**src/rtl/uart_pkg.sv**
```systemverilog
// Shared types and address map for the memory-mapped UART.
// The address defaults are also mirrored in the top-level integration and software headers.
package uart_pkg;

  localparam int unsigned WORD_W = 17;
  localparam int unsigned BYTE_W = 8;

  localparam logic [WORD_W-1:0] UART_DATA_ADDR = 17'h1FFF0;
  localparam logic [WORD_W-1:0] UART_CTRL_ADDR = 17'h1FFF1;

  typedef enum logic [1:0] {
    IDLE,
    START,
    DATA,
    STOP
  } uart_state_t;

endpackage

```
**src/rtl/sync_fifo.sv**
```systemverilog
// Single-clock FIFO with extra-MSB pointers; push while full is accepted when a pop
// happens in the same cycle. Written to be reused by a future RX path.
module sync_fifo #(
  parameter int unsigned WIDTH = 8,
  parameter int unsigned DEPTH = 8
) (
  input  logic             clk,
  input  logic             rst,
  input  logic             push,
  input  logic             pop,
  input  logic [WIDTH-1:0] wr_data,
  output logic [WIDTH-1:0] rd_data,
  output logic             full,
  output logic             empty
);

  localparam int unsigned AW = $clog2(DEPTH);

  logic [AW:0]      wr_ptr_q, wr_ptr_d;
  logic [AW:0]      rd_ptr_q, rd_ptr_d;
  logic [WIDTH-1:0] mem_q [DEPTH];
  logic [WIDTH-1:0] mem_d [DEPTH];
  logic             do_push;
  logic             do_pop;

  assign empty   = (wr_ptr_q == rd_ptr_q);
  assign full    = (wr_ptr_q[AW] != rd_ptr_q[AW]) &&
                   (wr_ptr_q[AW-1:0] == rd_ptr_q[AW-1:0]);
  assign rd_data = mem_q[rd_ptr_q[AW-1:0]];

  // A pop frees a slot in the same cycle, so a push against a full FIFO still lands.
  assign do_pop  = pop && !empty;
  assign do_push = push && (!full || do_pop);

  always_comb begin
    wr_ptr_d = wr_ptr_q;
    rd_ptr_d = rd_ptr_q;
    mem_d    = mem_q;
    if (do_push) begin
      mem_d[wr_ptr_q[AW-1:0]] = wr_data;
      wr_ptr_d = wr_ptr_q + (AW+1)'(1);
    end
    if (do_pop) begin
      rd_ptr_d = rd_ptr_q + (AW+1)'(1);
    end
  end

  always_ff @(posedge clk or posedge rst) begin
    if (rst) begin
      wr_ptr_q <= '0;
      rd_ptr_q <= '0;
    end else begin
      wr_ptr_q <= wr_ptr_d;
      rd_ptr_q <= rd_ptr_d;
    end
  end

  always_ff @(posedge clk) begin
    mem_q <= mem_d;
  end

endmodule

```
**src/rtl/mmio_uart_tx.sv**
```systemverilog
// Store-bus UART transmitter: data-address stores queue bytes, an FSM sends them as 8N1.
// Control-address stores with bit 0 set clear the sticky overflow flag.
module mmio_uart_tx
  import uart_pkg::*;
#(
  parameter int unsigned        CLKS_PER_BIT = 434,
  parameter logic [WORD_W-1:0]  DATA_ADDR    = UART_DATA_ADDR,
  parameter logic [WORD_W-1:0]  CTRL_ADDR    = UART_CTRL_ADDR,
  parameter int unsigned        FIFO_DEPTH   = 8
) (
  input  logic              clk,
  input  logic              reset,
  input  logic              MemWrite,
  input  logic [WORD_W-1:0] DataAdr,
  input  logic [WORD_W-1:0] WriteData,
  output logic              tx,
  output logic              busy,
  output logic              fifo_full,
  output logic              fifo_empty,
  output logic              overflow
);

  localparam int unsigned     TW       = $clog2(CLKS_PER_BIT);
  localparam logic [TW-1:0]   LAST_CLK = TW'(CLKS_PER_BIT - 1);

  uart_state_t       state_q, state_d;
  logic [TW-1:0]     timer_q, timer_d;
  logic [2:0]        idx_q, idx_d;
  logic [BYTE_W-1:0] shift_q, shift_d;
  logic              tx_q, tx_d;
  logic              ovf_q, ovf_d;

  logic              data_sel;
  logic              ctrl_clr;
  logic              pop;
  logic              bit_done;
  logic [BYTE_W-1:0] rd_data;
  logic              unused_wdata;

  assign data_sel     = MemWrite && (DataAdr == DATA_ADDR);
  assign ctrl_clr     = MemWrite && (DataAdr == CTRL_ADDR) && WriteData[0];
  assign unused_wdata = ^WriteData[WORD_W-1:BYTE_W];

  sync_fifo #(
    .WIDTH (BYTE_W),
    .DEPTH (FIFO_DEPTH)
  ) u_fifo (
    .clk     (clk),
    .rst     (reset),
    .push    (data_sel),
    .pop     (pop),
    .wr_data (WriteData[BYTE_W-1:0]),
    .rd_data (rd_data),
    .full    (fifo_full),
    .empty   (fifo_empty)
  );

  assign bit_done = (timer_q == LAST_CLK);

  always_comb begin
    state_d = state_q;
    timer_d = timer_q + TW'(1);
    idx_d   = idx_q;
    shift_d = shift_q;
    pop     = 1'b0;
    case (state_q)
      IDLE: begin
        timer_d = '0;
        if (!fifo_empty) begin
          pop     = 1'b1;
          shift_d = rd_data;
          state_d = START;
        end
      end
      START: begin
        if (bit_done) begin
          timer_d = '0;
          idx_d   = '0;
          state_d = DATA;
        end
      end
      DATA: begin
        if (bit_done) begin
          timer_d = '0;
          if (idx_q == 3'd7) begin
            state_d = STOP;
          end else begin
            shift_d = shift_q >> 1;
            idx_d   = idx_q + 3'd1;
          end
        end
      end
      STOP: begin
        if (bit_done) begin
          timer_d = '0;
          // Chain straight into the next start bit so queued bytes leave without a gap.
          if (!fifo_empty) begin
            pop     = 1'b1;
            shift_d = rd_data;
            state_d = START;
          end else begin
            state_d = IDLE;
          end
        end
      end
      default: begin
        timer_d = '0;
        state_d = IDLE;
      end
    endcase

    // Line level follows the state being entered, so tx stays a plain register.
    case (state_d)
      START:   tx_d = 1'b0;
      DATA:    tx_d = shift_d[0];
      default: tx_d = 1'b1;
    endcase

    ovf_d = ovf_q;
    if (data_sel && fifo_full && !pop) begin
      ovf_d = 1'b1;
    end else if (ctrl_clr) begin
      ovf_d = 1'b0;
    end
  end

  always_ff @(posedge clk or posedge reset) begin
    if (reset) begin
      state_q <= IDLE;
      timer_q <= '0;
      idx_q   <= '0;
      shift_q <= '0;
      tx_q    <= 1'b1;
      ovf_q   <= 1'b0;
    end else begin
      state_q <= state_d;
      timer_q <= timer_d;
      idx_q   <= idx_d;
      shift_q <= shift_d;
      tx_q    <= tx_d;
      ovf_q   <= ovf_d;
    end
  end

  assign tx       = tx_q;
  assign busy     = (state_q != IDLE);
  assign overflow = ovf_q;

endmodule
```
**config.mk**
```make
export PLATFORM = sky130hd
export DESIGN_NAME = mmio_uart_tx
export DESIGN_NICKNAME = d
export VERILOG_FILES = /design/src/rtl/uart_pkg.sv /design/src/rtl/sync_fifo.sv /design/src/rtl/mmio_uart_tx.sv
export SDC_FILE = /design/constraint.sdc
export NUM_CORES = 1
export LEC_CHECK = 0
export ABC_CLOCK_PERIOD_IN_PS = 2900
export CORE_MARGIN = 10
export CORE_UTILIZATION = 33
export DETAILED_ROUTE_END_ITERATION = 12
export GPL_TIMING_DRIVEN = 0
export SLEW_MARGIN = 20
export SYNTH_ARGS = -nofsm -noshare
export SYNTH_HDL_FRONTEND = slang
export SYNTH_SLANG_ARGS = --single-unit
export TNS_END_PERCENT = 5
```
**constraint.sdc**
```tcl
create_clock -name clk -period 2.9 [get_ports clk]
set_input_delay 0.435 -clock clk [delete_from_list [all_inputs] [get_ports clk]]
set_output_delay 0.435 -clock clk [all_outputs]
set_load 0.01 [all_outputs]
```
==> results of run 1 <==
[how the worst min path moves through the flow]
stage,cells past startpoint,to,slack [ns],start
6_report,1,u_fifo.wr_ptr_q[3],0.49,u_fifo.wr_ptr_q[3]
5_1_grt,1,shift_q[1],0.51,shift_q[1]
4_1_cts,1,u_fifo.wr_ptr_q[3],0.49,u_fifo.wr_ptr_q[3]
3_5_place_dp,1,u_fifo.wr_ptr_q[3],0.48,u_fifo.wr_ptr_q[3]
3_3_place_gp,1,u_fifo.wr_ptr_q[3],0.48,u_fifo.wr_ptr_q[3]
2_1_floorplan,1,shift_q[1],0.45,shift_q[1]
[metal layers]
layer	vias up	track usage	routed length (µm)
met5	-	0	0
met4	0	0.0296	136
met3	17	0.0308	405
met2	47	0.158	4200
met1	1263	0.126	3930
li1	1207	-	-
[final cells by class]
| cell class | instances | area, µm² |
|---|---|---|
| flip-flops and latches | 96 | 2720 |
| well taps | 172 | 215 |
| clock buffers | 11 | 233 |
| fillers | 1161 | 7350 |
| inverters | 13 | 48.8 |
| repair buffers | 40 | 422 |
| multi-input cells | 174 | 1520 |
| plain buffers | 9 | 46.3 |
| clock inverters | 5 | 66.3 |
[state kept, by name, summed over array words and instances, names as in the netlist]
| signal | flops |
|---|---|
| overflow | 1 |
| shift_q | 8 |
| idx_q | 3 |
| timer_q | 9 |
| state_q | 2 |
| u_fifo.wr_ptr_q | 4 |
| u_fifo.mem_q | 64 |
| u_fifo.rd_ptr_q | 4 |
| tx | 1 |
[kinds of logic (layout without fill, tap and decap cells)]
kind of cell | Yosys count | after routing | share of synthesized area
flip-flops | 96 | 96 | 0.640
AND/OR/NAND/NOR | 77 | 77 | 0.0928
AO/OA/AOI/OAI | 44 | 44 | 0.0708
multiplexers | 27 | 27 | 0.111
buffers and inverters | 23 | 78 | 0.0226
XOR/XNOR | 15 | 15 | 0.0308
adder cells (fa/ha/maj) | 11 | 11 | 0.0323
[report_power, final]
group | internal [W] | leakage [nW] | switching, W
logic | 0.000548 | 0.698 | 0.000589
registers | 0.00158 | 1.00 | 0.0000914
clock network | 0.000678 | 0.142 | 0.000504
[per-stage QoR]
| step | util | instances | setup WS [ns] | hold slack, ns |
|---|---|---|---|---|
| detailed placement | 0.382 | 498 | -0.730 | 0.478 |
| finish | 0.418 | 520 | 0.102 | 0.493 |
| floorplan | - | 293 | -0.0293 | 0.449 |
| CTS | 0.414 | 519 | 0.0134 | 0.493 |
| global placement | 0.380 | 497 | -1.05 | 0.475 |
| global route | 0.418 | 520 | -0.0707 | 0.510 |
[cells in the mapped netlist, types with 2 or more instances]
cell type  instances  area, µm²
edfxtp_1          64       1920
dfrtp_1           31        776
nor2_1            27        101
mux4_2            16        360
nand2_1           13       48.8
inv_1             12       45.0
o21ai_0           12       60.1
ha_1              11        138
xnor2_1           10       87.6
mux2i_1            9       90.1
a21oi_1            8       40.0
nand3_1            7       35.0
nor3_1             5       25.0
xor2_1             5       43.8
a22o_1             4       35.0
nand2b_1           4       25.0
a221oi_1           3       26.3
buf_2              3       15.0
clkbuf_1           3       11.3
nand4_1            3       18.8
nor4_1             3       18.8
o22ai_1            3       18.8
or3_1              3       18.8
a2bb2oi_1          2       17.5
clkbuf_2           2       10.0
mux2_2             2       22.5
nor2b_1            2       12.5
o21ai_1            2       10.0
o2bb2ai_1          2       17.5
o31ai_1            2       15.0
[timing repair]
| item | CTS | global route |
|---|---|---|
| setup endpoints to repair | 64 | 65 |
| setup buffers | 5 | 2 |
| gates resized for setup | 13 | 6 |
| pin swaps | 4 | 4 |
==> reports/summary.txt, run 1 <==
MaxCap Viol Count - 0
RSZ-0062 raised after global routing - true
Placer Congestion - 0.785
status - finished, final reports clean
DPL Wire Length - 5.68 mm
H-tree depth - 3
initial core utilization - 0.337
Routed WL per cell - 16.7 µm
Final Skew - 0.00610 ns
Post-CTS Hold Fix Bufs - 0
max incr delay on CP - 0.43 ns
CP Cell Sequence - nand4bb_1, buf_2, o31a_1, or3_4, a211oi_4, nand2_2, nor3_4, buf_6
pwr/cell area - 756 nW/µm²
WP data required - 2.95 ns
DRT iter0 DRCs - 183
r2r startpoint - timer_q[2]
critical path peak fanout - 8
Yosys Warn Count - 0
fin area - 5270 µm²
CTS max path bufs - 2
Post-Syn Area - 4260 µm²
DP Area - 4820 µm²
Detailed Routing Iterations Pass 1 - 4
Tot GR Track Use - 0.0992
final setup vio count - 0
Hold Vio Cnt, Final - 0
Slew Limit Fails - 0
IO buf count - 32
Post-Route WL - 8.67 mm
Worst-Skew Late Latency - 0.34 ns
GRT overflow - 0
die area - 17900 µm²
Hold Crit Class - flip-flop to flip-flop
commonest cells after routing, fill and taps aside - edfxtp_1 (64), clkdlybuf4s50_1 (32), dfrtp_1 (31)
clock-pin slew on the worst setup and hold paths - 0.07 ns
Slew headroom - 0.469
Yosys reg bits - 96
ratio of cells with drive above 1 in the final layout - 0.184
commonest non-fill, non-tap cell in the layout - edfxtp_1
fin crit share - 0.965
Leak - 1.84 nW
Avg Inst Size Synth - 14.5 µm²
total CTS buffers - 9
die width - 134 µm
number of synthesized flops with an enable pin - 64
I/O pins - 42
Crit Path Class - flip-flop to flip-flop
clock sink count - 96
Clock Tree Root - clkbuf_16
Synth cell types - 50
DR vias - 2534
# rows - 41
Tmin final - 2.80 ns
Critical Path Sink Type - flip-flop
FF-to-FF End - u_fifo.mem_q[52]
Core Area - 12600 µm²
global-route wire length before repair - 14.0 mm
Worst Path Buf+Inv - 2
top_reg_cell synth - edfxtp_1
maximum vdd ir drop - 0.485 mV
final setup TNS - 0 ns
Post-synth ARST share - 0.333
Setup crit end - u_fifo.mem_q[52]
crit path launch - timer_q[2]
r2r setup slk - 0.10 ns
Mapped Nets - 341
Least-Margin Pin Slew - 0.789 ns
# nets final - 391
CP Data Arrival Time - 2.85 ns
vias in the first global route - 2634
Post-Syn Instances - 293
# DRC - 0
worst r2r path cells - 8
vias per inst - 4.87
Final Power - 0.00399 W
startpoint types - flip-flop
P&R area growth vs syn - 23.8%
largest net degree at the start of global routing - 33
crit-path leading delay family - simple AND/OR/NAND/NOR gates
CTS tree - built
DRT antenna net count - 0
Antenna Cells - 0
Max stage delay cell, worst path - dfrtp_1
initial antenna violation count - 0
Max Clock Freq - 357 MHz
Crit path depth - 8
sequential fraction of the synthesis area - 0.640
die height - 134 µm
No activity file was read; power rests on OpenSTA's default activity.
==> run 2: changes to the inputs <==
--- a/config.mk
+++ b/config.mk
@@ -10,6 +10,7 @@
 export CORE_UTILIZATION = 33
 export DETAILED_ROUTE_END_ITERATION = 12
 export GPL_TIMING_DRIVEN = 0
+export PLACE_DENSITY = 0.64
 export SLEW_MARGIN = 20
 export SYNTH_ARGS = -nofsm -noshare
 export SYNTH_HDL_FRONTEND = slang
==> reports/summary.txt, run 2 (synthesis gave the netlist of run 1 again) <==
Slew headroom - 0.491
die height - 134 µm
fin crit share - 0.948
internal power - 0.00281 W
die area - 17900 µm²
initial antenna violation count - 0
P&R area growth vs syn - 23.1%
Tot GR Track Use - 0.101
r2r startpoint - state_q[0]
final setup vio count - 0
Final Skew - 0.00885 ns
Seq pwr share - 0.413
Finished Layout Cells - 521
CTS tree - built
Top reg by flops - u_fifo.mem_q
global-route wire length before repair - 14.3 mm
Routed WL per cell - 16.6 µm
Crit Path Class - flip-flop to flip-flop
Post-CTS Hold Fix Bufs - 0
ratio of cells with drive above 1 in the final layout - 0.192
fin util - 0.415
clock share of power - 0.306
MaxCap Viol Count - 0
Max Clock Freq - 364 MHz
Antenna Cells - 0
# nets final - 392
Clock Tree Root - clkbuf_16
critical hold path startpoint - shift_q[1]
critical path peak fanout - 5
largest net degree at the start of global routing - 33
Switching Fraction - 0.305
CTS max path bufs - 2
initial core utilization - 0.337
Gate power share - 0.281
clock sink count - 96
Least-Margin Pin Slew - 0.764 ns
GRT overflow - 0
Psw - 0.00123 W
DRT antenna net count - 0
Critical Path Sink Type - flip-flop
clock-pin slew on the worst setup and hold paths - 0.07 ns
Placer Congestion - 0.791
commonest cells after routing, fill and taps aside - edfxtp_1 (64), clkdlybuf4s50_1 (32), dfrtp_1 (31)
Hold Vio Cnt, Final - 0
pwr/cell area - 772 nW/µm²
CP Data Arrival Time - 2.81 ns
Detailed Routing Iterations Pass 1 - 4
IO buf count - 32
crit path launch - state_q[0]
vias per inst - 4.90
startpoint types - flip-flop
WP data required - 2.96 ns
number of flip-flops in the largest register - 64
DRT iter0 DRCs - 212
H-tree depth - 3
DR vias - 2553
biggest registers after layout - u_fifo.mem_q: 64 flops, timer_q: 9 flops, shift_q: 8 flops
Hold Crit Class - flip-flop to flip-flop
die width - 134 µm
status - finished, final reports clean
Leak - 1.85 nW
vias in the first global route - 2657
placed insts - 498
Worst-Skew Late Latency - 0.35 ns
Core Area - 12600 µm²
# rows - 41
commonest non-fill, non-tap cell in the layout - edfxtp_1
total CTS buffers - 9
Slew Limit Fails - 0
Post-Route WL - 8.63 mm
# DRC - 0
DPL Wire Length - 5.79 mm
Tmin final - 2.75 ns
maximum vdd ir drop - 0.498 mV
I/O pins - 42
run 2: timing repair:
action                     CTS  global route
pin swaps                    5             1
buffers inserted             4             4
gates cloned                 0             0
gates resized for setup     15             1
setup endpoints to repair   65            65
run 2: cell type report:
| type | instances | area (µm²) |
|---|---|---|
| clock buffers | 9 | 225 |
| flip-flops and latches | 96 | 2720 |
| multi-input cells | 174 | 1510 |
| well taps | 172 | 215 |
| plain buffers | 9 | 43.8 |
| clock inverters | 7 | 83.8 |
| inverters | 13 | 48.8 |
| fillers | 1183 | 7380 |
| repair buffers | 41 | 388 |
run 2: through the flow:
| stage | total power (W) | hold WS (ns) | setup TNS, ns | cell area (µm²) | setup WS (ns) |
|---|---|---|---|---|---|
| after floorplan | 0.00251 | 0.449 | -0.234 | 4260 | -0.0293 |
| after global placement | 0.00283 | 0.475 | -40.75 | 4800 | -1.06 |
| after detailed placement | 0.00285 | 0.473 | -36.18 | 4820 | -0.696 |
| after CTS | 0.00409 | 0.493 | 0 | 5210 | 0.0166 |
| after global routing | 0.00428 | 0.531 | -0.0485 | 5240 | -0.00872 |
| final | 0.00405 | 0.490 | 0 | 5240 | 0.150 |
run 2: power by group through the flow:
| stage | logic (W) | registers, W | clock network, W |
|---|---|---|---|
| 3_3_place_gp | 0.00113 | 0.00170 | 0 |
| 3_5_place_dp | 0.00115 | 0.00170 | 0 |
| 2_1_floorplan | 0.000835 | 0.00168 | 0 |
| 4_1_cts | 0.00116 | 0.00167 | 0.00126 |
| 5_1_grt | 0.00128 | 0.00169 | 0.00132 |
| 6_report | 0.00114 | 0.00167 | 0.00124 |
run 2: worst max-delay path, cell delays in order, from the launching register on:
cell	delay, ns
dfrtp_1	0.44
ha_1	0.26
inv_1	0.09
o31a_1	0.34
or3_4	0.39
a211oi_4	0.31
nand2_2	0.18
nor3_4	0.25
buf_4	0.19
run 2: worst paths after layout:
| check | endpoint | slack (ns) | depth (start not counted) |
|---|---|---|---|
| setup reg to reg | u_fifo.mem_q[55] | 0.15 | 8 |
| setup / recovery | u_fifo.mem_q[55] | 0.15 | 8 |
| hold reg to reg | shift_q[1] | 0.49 | 1 |
| min in group asynchronous | idx_q[1] | 0.52 | 2 |
| max in group asynchronous | timer_q[5] | 1.94 | 2 |
| hold / removal | shift_q[1] | 0.49 | 1 |
run 2: routing by layer:
metal,global-route usage,up-vias,wire (µm)
met3,0.0286,9,277
met5,0,-,0
met1,0.124,1303,3800
met2,0.168,34,4440
li1,-,1207,-
met4,0.0326,0,116
